<file path="src/rtl/fetch_unit.sv">
// rtl/fetch_unit.sv - RV32 instruction fetch: PC, in-order imem requests, response FIFO, redirect flush.
// Optional: define FETCH_MISALIGN_CHECK_EN to flag and halt on misaligned redirect targets.
module fetch_unit #(
    parameter logic [31:0] RESET_PC = 32'h0000_0000,
    parameter int          QDEPTH   = 4
) (
    input  logic        clk,
    input  logic        rst,
    output logic        imem_req_valid,
    input  logic        imem_req_ready,
    output logic [31:0] imem_req_addr,
    input  logic        imem_rsp_valid,
    input  logic [31:0] imem_rsp_data,
    input  logic        redirect,
    input  logic [31:0] redirect_pc,
    input  logic        stall,
    output logic        instr_valid,
    output logic [31:0] instruction,
    output logic [31:0] instr_pc,
    output logic        fetch_misalign
);

    localparam int AW = (QDEPTH > 1) ? $clog2(QDEPTH) : 1;
    localparam int CW = AW + 1;
    // Stale responses can pile up across back-to-back redirects, so this is wider than CW.
    localparam int DW = CW + 4;
    localparam logic [CW:0] DEPTH_L = (CW + 1)'(QDEPTH);
    localparam logic [31:0] NOP = 32'h0000_0013;

    logic [31:0]   pc;
    logic [31:0]   rsp_pc;
    logic [31:0]   fifo_word [QDEPTH];
    logic [31:0]   fifo_pc   [QDEPTH];
    logic [AW-1:0] wr_ptr;
    logic [AW-1:0] rd_ptr;
    logic [CW-1:0] qcount;
    logic [CW-1:0] outstanding;
    logic [DW-1:0] drop_cnt;
    logic          halted;
    logic          pop;
    logic          req_fire;
    logic          rsp_keep;
    logic          push;
    logic [CW:0]   credit_used;
    logic [31:0]   target_pc;

`ifdef FETCH_MISALIGN_CHECK_EN
    logic misalign_q;

    always_ff @(posedge clk or posedge rst) begin
        if (rst) begin
            misalign_q <= 1'b0;
        end else if (redirect) begin
            misalign_q <= (redirect_pc[1:0] != 2'b00);
        end
    end

    assign halted         = misalign_q;
    assign fetch_misalign = misalign_q;
`else
    logic unused_low_bits;

    assign unused_low_bits = ^redirect_pc[1:0];
    assign halted          = 1'b0;
    assign fetch_misalign  = 1'b0;
`endif

    assign target_pc   = {redirect_pc[31:2], 2'b00};
    assign instr_valid = (qcount != '0);
    assign instruction = instr_valid ? fifo_word[rd_ptr] : NOP;
    assign instr_pc    = instr_valid ? fifo_pc[rd_ptr] : 32'h0;
    assign pop         = instr_valid && !stall;

    // Credit covers live in-flight requests plus queued words, so a response always has a slot.
    assign credit_used    = {1'b0, outstanding} + {1'b0, qcount} - {{CW{1'b0}}, pop};
    assign imem_req_valid = !redirect && !halted && (credit_used < DEPTH_L);
    assign imem_req_addr  = pc;
    assign req_fire       = imem_req_valid && imem_req_ready;
    assign rsp_keep       = imem_rsp_valid && (drop_cnt == '0);
    assign push           = rsp_keep && !redirect;

    always_ff @(posedge clk or posedge rst) begin
        if (rst) begin
            pc          <= RESET_PC;
            rsp_pc      <= RESET_PC;
            wr_ptr      <= '0;
            rd_ptr      <= '0;
            qcount      <= '0;
            outstanding <= '0;
            drop_cnt    <= '0;
        end else if (redirect) begin
            // Everything still in flight, minus a response consumed this cycle, becomes stale.
            pc          <= target_pc;
            rsp_pc      <= target_pc;
            wr_ptr      <= '0;
            rd_ptr      <= '0;
            qcount      <= '0;
            outstanding <= '0;
            drop_cnt    <= drop_cnt + DW'(outstanding) - DW'(imem_rsp_valid);
        end else begin
            if (req_fire) begin
                pc <= pc + 32'd4;
            end
            if (push) begin
                wr_ptr <= wr_ptr + 1'b1;
                rsp_pc <= rsp_pc + 32'd4;
            end
            if (pop) begin
                rd_ptr <= rd_ptr + 1'b1;
            end
            if (imem_rsp_valid && (drop_cnt != '0)) begin
                drop_cnt <= drop_cnt - 1'b1;
            end
            qcount      <= qcount + CW'(push) - CW'(pop);
            outstanding <= outstanding + CW'(req_fire) - CW'(rsp_keep);
        end
    end

    always_ff @(posedge clk) begin
        if (push) begin
            fifo_word[wr_ptr] <= imem_rsp_data;
            fifo_pc[wr_ptr]   <= rsp_pc;
        end
    end

endmodule

</file>
<file path="config.mk">
export PLATFORM = sky130hd
export DESIGN_NAME = fetch_unit
export DESIGN_NICKNAME = d
export VERILOG_FILES = /design/src/rtl/fetch_unit.sv
export SDC_FILE = /design/constraint.sdc
export NUM_CORES = 1
export LEC_CHECK = 0
export CORE_MARGIN = 3
export CORE_UTILIZATION = 51
export CTS_CLUSTER_SIZE = 12
export DETAILED_ROUTE_END_ITERATION = 10
export PLACE_DENSITY = 0.84
export SYNTH_ARGS = -nofsm -noshare
export SYNTH_HDL_FRONTEND = slang
export SYNTH_SLANG_ARGS = --single-unit
</file>
<file path="constraint.sdc">
create_clock -name clk -period 3.24 [get_ports clk]
set_input_delay 0.486 -clock clk [delete_from_list [all_inputs] [get_ports clk]]
set_output_delay 0.486 -clock clk [all_outputs]
set_load 0.1 [all_outputs]
</file>
== Word level (Yosys, flattened, before mapping) ==
Memories as Yosys holds them, arrays and structs flattened.
Index checks and enable logic that the tools add are counted.
Widths: inputs -> output; s select.

* Register bits: 81
* RAM bits: 256
* Input port bits: 70
* Output and inout bits: 99
* Logic and storage cells: 54
* Memories: 2

* Add/subtract/negate cells: 13
* Magnitude comparators: 1
* Muxes and demuxes: 16
* Reductions and logical operators: 15

{| class="wikitable"
|+ Memories
! memory !! depth !! width !! read ports !! clocked after memory_dff !! wr ports !! line !! text
|-
| fifo_pc || 4 || 32 || 1 || 0 || 1 || 33 || <nowiki>logic [31:0] fifo_pc [QDEPTH];</nowiki>
|-
| fifo_word || 4 || 32 || 1 || 0 || 1 || 32 || <nowiki>logic [31:0] fifo_word [QDEPTH];</nowiki>
|}

{| class="wikitable"
|+ Operators with widths
! cell !! number
|-
| $mux 32 || 6
|-
| $add 32x3->32 const B || 2
|-
| $mux 7 || 2
|-
| $mux 2 || 4
|-
| $reduce_bool 2->1 || 4
|-
| $add 7x3->7 || 1
|-
| $logic_not 7->1 || 1
|-
| $reduce_bool 7->1 || 1
|-
| $sub 7x1->7 || 1
|-
| $sub 7x1->7 const B || 1
|-
| $add 3x1->3 || 2
|-
| $logic_and 1x1->1 || 6
|-
| $mux 3 || 2
|-
| $sub 3x1->3 || 2
|-
| $add 2x1->2 const B || 2
|-
| $add 3x3->4 || 1
|-
| $lt 4x3->1 const B || 1
|-
| $sub 4x1->4 || 1
|-
| $reduce_bool 3->1 || 1
|-
| $logic_not 1->1 || 2
|-
| $mux 1 || 2
|}

== Longest topological paths before layout ==
* Depth after elaboration: 9
* Depth in mapped cells: 15
* Mapped depth without buffers: 15

== Worst setup path after synthesis ==
OpenSTA, ideal clock, no wires.

* Path type: reg2out
* Start point: reg qcount[2]
* End point: out imem_req_valid
* Arrival: 3.108 ns
* Data required time: 2.754 ns
* Setup slack: -0.354 ns
* Cell stages (with the launch flop): 10
* Path buffers: 1
* Path through: dfrtp_1 nor3_1 clkbuf_1 or3_1 ha_1 and2_1 a21oi_1 mux2i_1 a32oi_1 nor2_1

* Word-level cells in the longest chain between the ends: 5
* Elaborated cells between the ends (all ways): 6
* Classes of those cells: add/sub (2); order compare (1); reduce/logical (3)

{| class="wikitable"
|+ RTL lines
! element !! line !! text
|-
| from (decl) || 36 || <nowiki>logic [CW-1:0] qcount;</nowiki>
|-
| from (signal assigned) || 114 || <nowiki>qcount <= qcount + CW'(push) - CW'(pop);</nowiki>
|-
| parallel branches: the longest is 2 deep, another holds $add 3x3->4 || n/a ||
|-
| $sub 4x1->4 (*) || 75 || <nowiki>assign credit_used = {1'b0, outstanding} + {1'b0, qcount} - {{CW{1'b0}}, pop};</nowiki>
|-
| $lt 4x3->1 (*) || 76 || <nowiki>assign imem_req_valid = !redirect && !halted && (credit_used < DEPTH_L);</nowiki>
|-
| $logic_and 1x1->1 (*) || 76 ||
|-
| to (decl) || 9 || <nowiki>output logic imem_req_valid,</nowiki>
|}

Every way passes the cells marked *.

== Worst setup path in the final report ==
* Start point: reg outstanding[2]
* End point: reg outstanding[2]

* Word-level cells in the longest chain between the ends: 8

{| class="wikitable"
|+ RTL lines
! element !! line !! text
|-
| from (decl) || 37 || <nowiki>logic [CW-1:0] outstanding;</nowiki>
|-
| from (signal assigned) || 115 || <nowiki>outstanding <= outstanding + CW'(req_fire) - CW'(rsp_keep);</nowiki>
|-
| $add 3x3->4 || 75 ||
|-
| $sub 4x1->4 || 75 ||
|-
| $lt 4x3->1 || 76 ||
|-
| $logic_and 1x1->1 || 76 ||
|-
| $logic_and 1x1->1 || 78 || <nowiki>assign req_fire = imem_req_valid && imem_req_ready;</nowiki>
|-
| $add 3x1->3 (*) || 115 ||
|-
| $sub 3x1->3 (*) || 115 ||
|-
| $mux 3 (*) || 91 || <nowiki>end else if (redirect) begin</nowiki>
|}

Every way passes the cells marked *; elsewhere a longest branch is shown, timed or not.
A chain may end at the register's enable or synchronous reset.

==> impl_metrics.yaml <==
outcome:
  status: "complete, no violations"
synth:
  synth_top_area_cell: "edfxtp_1"
  yosysUniqueCellTypes: 61
  netlist.area_leader.share_pct: 51.9
  ys.flop_type: "edfxtp_1"
  async_reset_ff_share_pct: 23.7
  synth_edf_count: 248
  ys_ff_latch: 325
  synthCells: 964
  yosys_warnings: 0
  synth_area_leaders: "edfxtp_1 52%, dfrtp_1 13%, mux4_2 9.7%, nor2b_1 2.7%, ha_1 2.2%"
  syn-mean-instance-area_um2: 14.9
  netlist_area_um2: 14400
  yosysSeqAreaShare_pct: 65.3
routing:
  wl_um: 30100
  drc: 0
  routed-via-count: 8803
  wl_per_cell_um: 19.4
  dr.pass1.iters: 5
  antenna_left: 0
  viasPerCell: 5.67
  drtIter0Drc: 617
cts:
  cts_buffers: 35
  cts.sinks: 325
  clockBufferDepth: 3
  cts_tree: "built"
  hold_buffers: 0
  clk_pin_slew_worst_paths_ns: 0.06
  h-tree-depth: 2
  root_buffer: "clkbuf_16"
  clk_latency_ns: 0.50
worst_setup_path:
  critPathSlowestCell: "or4b_4"
  cp_data_required_time_ns: 3.61
  worstPathCellList: "inv_2 > ha_4 > inv_2 > ha_4 > or4b_4 > a221oi_4 > or2_4 > nand2_4 > ha_4 > inv_4 > ha_4 > inv_2 > fa_2 > xnor2_2 > nor2_1"
  path_max_fanout: 2
  critPathKind: "flip-flop to flip-flop"
  slowest_delay_ns: 0.55
  critical-path-top-delay-family: "adder cells"
  cp.arrival_ns: 3.50
  crit_path_end_kind: "flip-flop"
  r2r-end: "outstanding[2]"
  ff2ff_path_depth: 15
  reg2reg_slack_ns: 0.11
  r2r_start: "outstanding[2]"
  critPathBufInv: 4
  startpoint_type: "flip-flop"
  crit_top_cell: "ha_4"
sta:
  worst_pin_slew_ns: 1.09
  holdWs_ns: 0.183
  setup_violations: 0
  finalHoldViolCount: 0
  finalMaxSlewViolations: 0
  slew_headroom_pct: 27.7
  clock-skew-final_ns: 0.0112
  finalCritPeriodShare_pct: 96.7
  rsz0062_at_grt: "yes"
  fin_crit_ns: 3.13
  max_freq_mhz: 319
floorplanning:
  die-area_um2: 30200
  start_util_pct: 52.5
  chipHeight_um: 174
  die_x_um: 174
  core-area_um2: 27300
  ios: 169
  fp-row-count: 60
layout:
  num-fill-cells: 1939
  final_nets: 1258
  final_common_cell: "edfxtp_1"
  layout_common_cells: "248 x edfxtp_1, 126 x buf_4, 75 x dfrtp_1"
  diodes: 0
  area_delta_synth_final_pct: 23.8
  stdcell_count: 1552
  drive_gt1_share_pct: 29.4
placement:
  place.gp.congestion: 0.843
  portBuffers: 161
  dp.cells: 1490
  hpwl_um: 19100
grt:
  track_usage_pct: 20.1
  overflow: 0
  grt_max_degree: 64
  antenna_found_initial: 0
  grt_pass1_wl_um: 48500
  first_global_vias: 8988
power:
  power.leakage_nw: 6.33
  vdd_drop_max_mv: 0.616
  power_density_nw_per_um2: 939
job:
  drv_cap: 0
worst_hold_path:
  hold_class: "primary input to async pin"
==> flip-flops by register name, summed over array words and instances, names as in the netlist <==
name	count
fifo_word	128
imem_req_addr	30
fifo_pc	120
rd_ptr	2
drop_cnt	7
qcount	3
rsp_pc	30
wr_ptr	2
outstanding	3
==> timing repair <==
item,CTS,global route
pin swaps,3,11
setup endpoints to repair,1,19
buffers inserted,2,3
resized for setup,2,19
hold endpoints to repair,0,0
==> report_power, final <==
group / leakage (nW) / internal, W / switching [W]
combinational: 2.69 / 0.00240 / 0.00559
clock: 0.513 / 0.00218 / 0.00149
sequential: 3.12 / 0.00472 / 0.000316
total: 6.33 / 0.00929 / 0.00740
==> logic make-up after synthesis <==
kind of cell | after synthesis | share of synthesized area (%)
and+or+nand+nor | 292 | 11.3
AOI/OAI and AO/OA | 110 | 5.19
xor gates and xnor gates | 42 | 2.56
other | 1 | 0.0261
buffers and inverters | 95 | 2.62
DFF | 325 | 65.3
muxes | 71 | 10.4
adders and majority gates | 28 | 2.60
==> layout make-up <==
| type | instances | area [µm²] | share of cell area (%) |
|---|---|---|---|
| well taps | 372 | 465 | 2.62 |
| clock buffers | 49 | 981 | 5.52 |
| multi-input cells | 548 | 4850 | 27.3 |
| inverters | 45 | 171 | 0.965 |
| repair buffers | 205 | 1850 | 10.4 |
| flip-flops and latches | 325 | 9380 | 52.8 |
| clock inverters | 8 | 66.3 | 0.373 |
==> worst max-delay path by stage <==
stage / from / end / cells past startpoint
2_1_floorplan: qcount[2] / outstanding[2] / 15
4_1_cts: outstanding[2] / imem_req_addr[29] / 11
3_3_place_gp: stall / outstanding[2] / 14
6_report: outstanding[2] / outstanding[2] / 15
5_1_grt: qcount[2] / instruction[4] / 5
3_5_place_dp: stall / imem_req_addr[21] / 10
==> synthesized netlist by cell type, drive strengths merged (7+ instances only) <==
library cell  count
edfxtp          248
dfrtp            77
nor2b            63
mux4             62
nand2            46
inv              44
nor2             44
clkbuf           35
xnor2            33
ha               25
a21oi            24
nand3            23
nor3             22
a31oi            19
and3             19
o21ai            16
buf              15
o31ai            13
or4              13
nor4             11
nand2b            9
or3               9
xor2              9
a21boi            7
mux2i             7
nand4             7
or2               7
==> stage by stage <==
step	total power [W]	setup slack (ns)	utilization, %	setup TNS (ns)	area (µm²)
3_3_place_gp	0.0129	-0.201	60.8	-1.48	16600
6_report	0.0167	0.108	65.0	0	17800
3_5_place_dp	0.0130	-0.253	60.8	-2.58	16600
4_1_cts	0.0167	0.0340	64.7	0	17700
2_1_floorplan	0.0112	0.00215	-	0	14500
5_1_grt	0.0174	-0.0197	65.0	-0.0302	17800
==> routing by layer <==
metal	part of all wire, %	track usage, %	vias to the layer above
met1	42	28.2	4382
met5	0	0	-
li1	-	-	4054
met2	49	33.0	316
met3	6.9	3.79	51
met4	2.1	5.03	0
(Power assumes the default switching activity.)
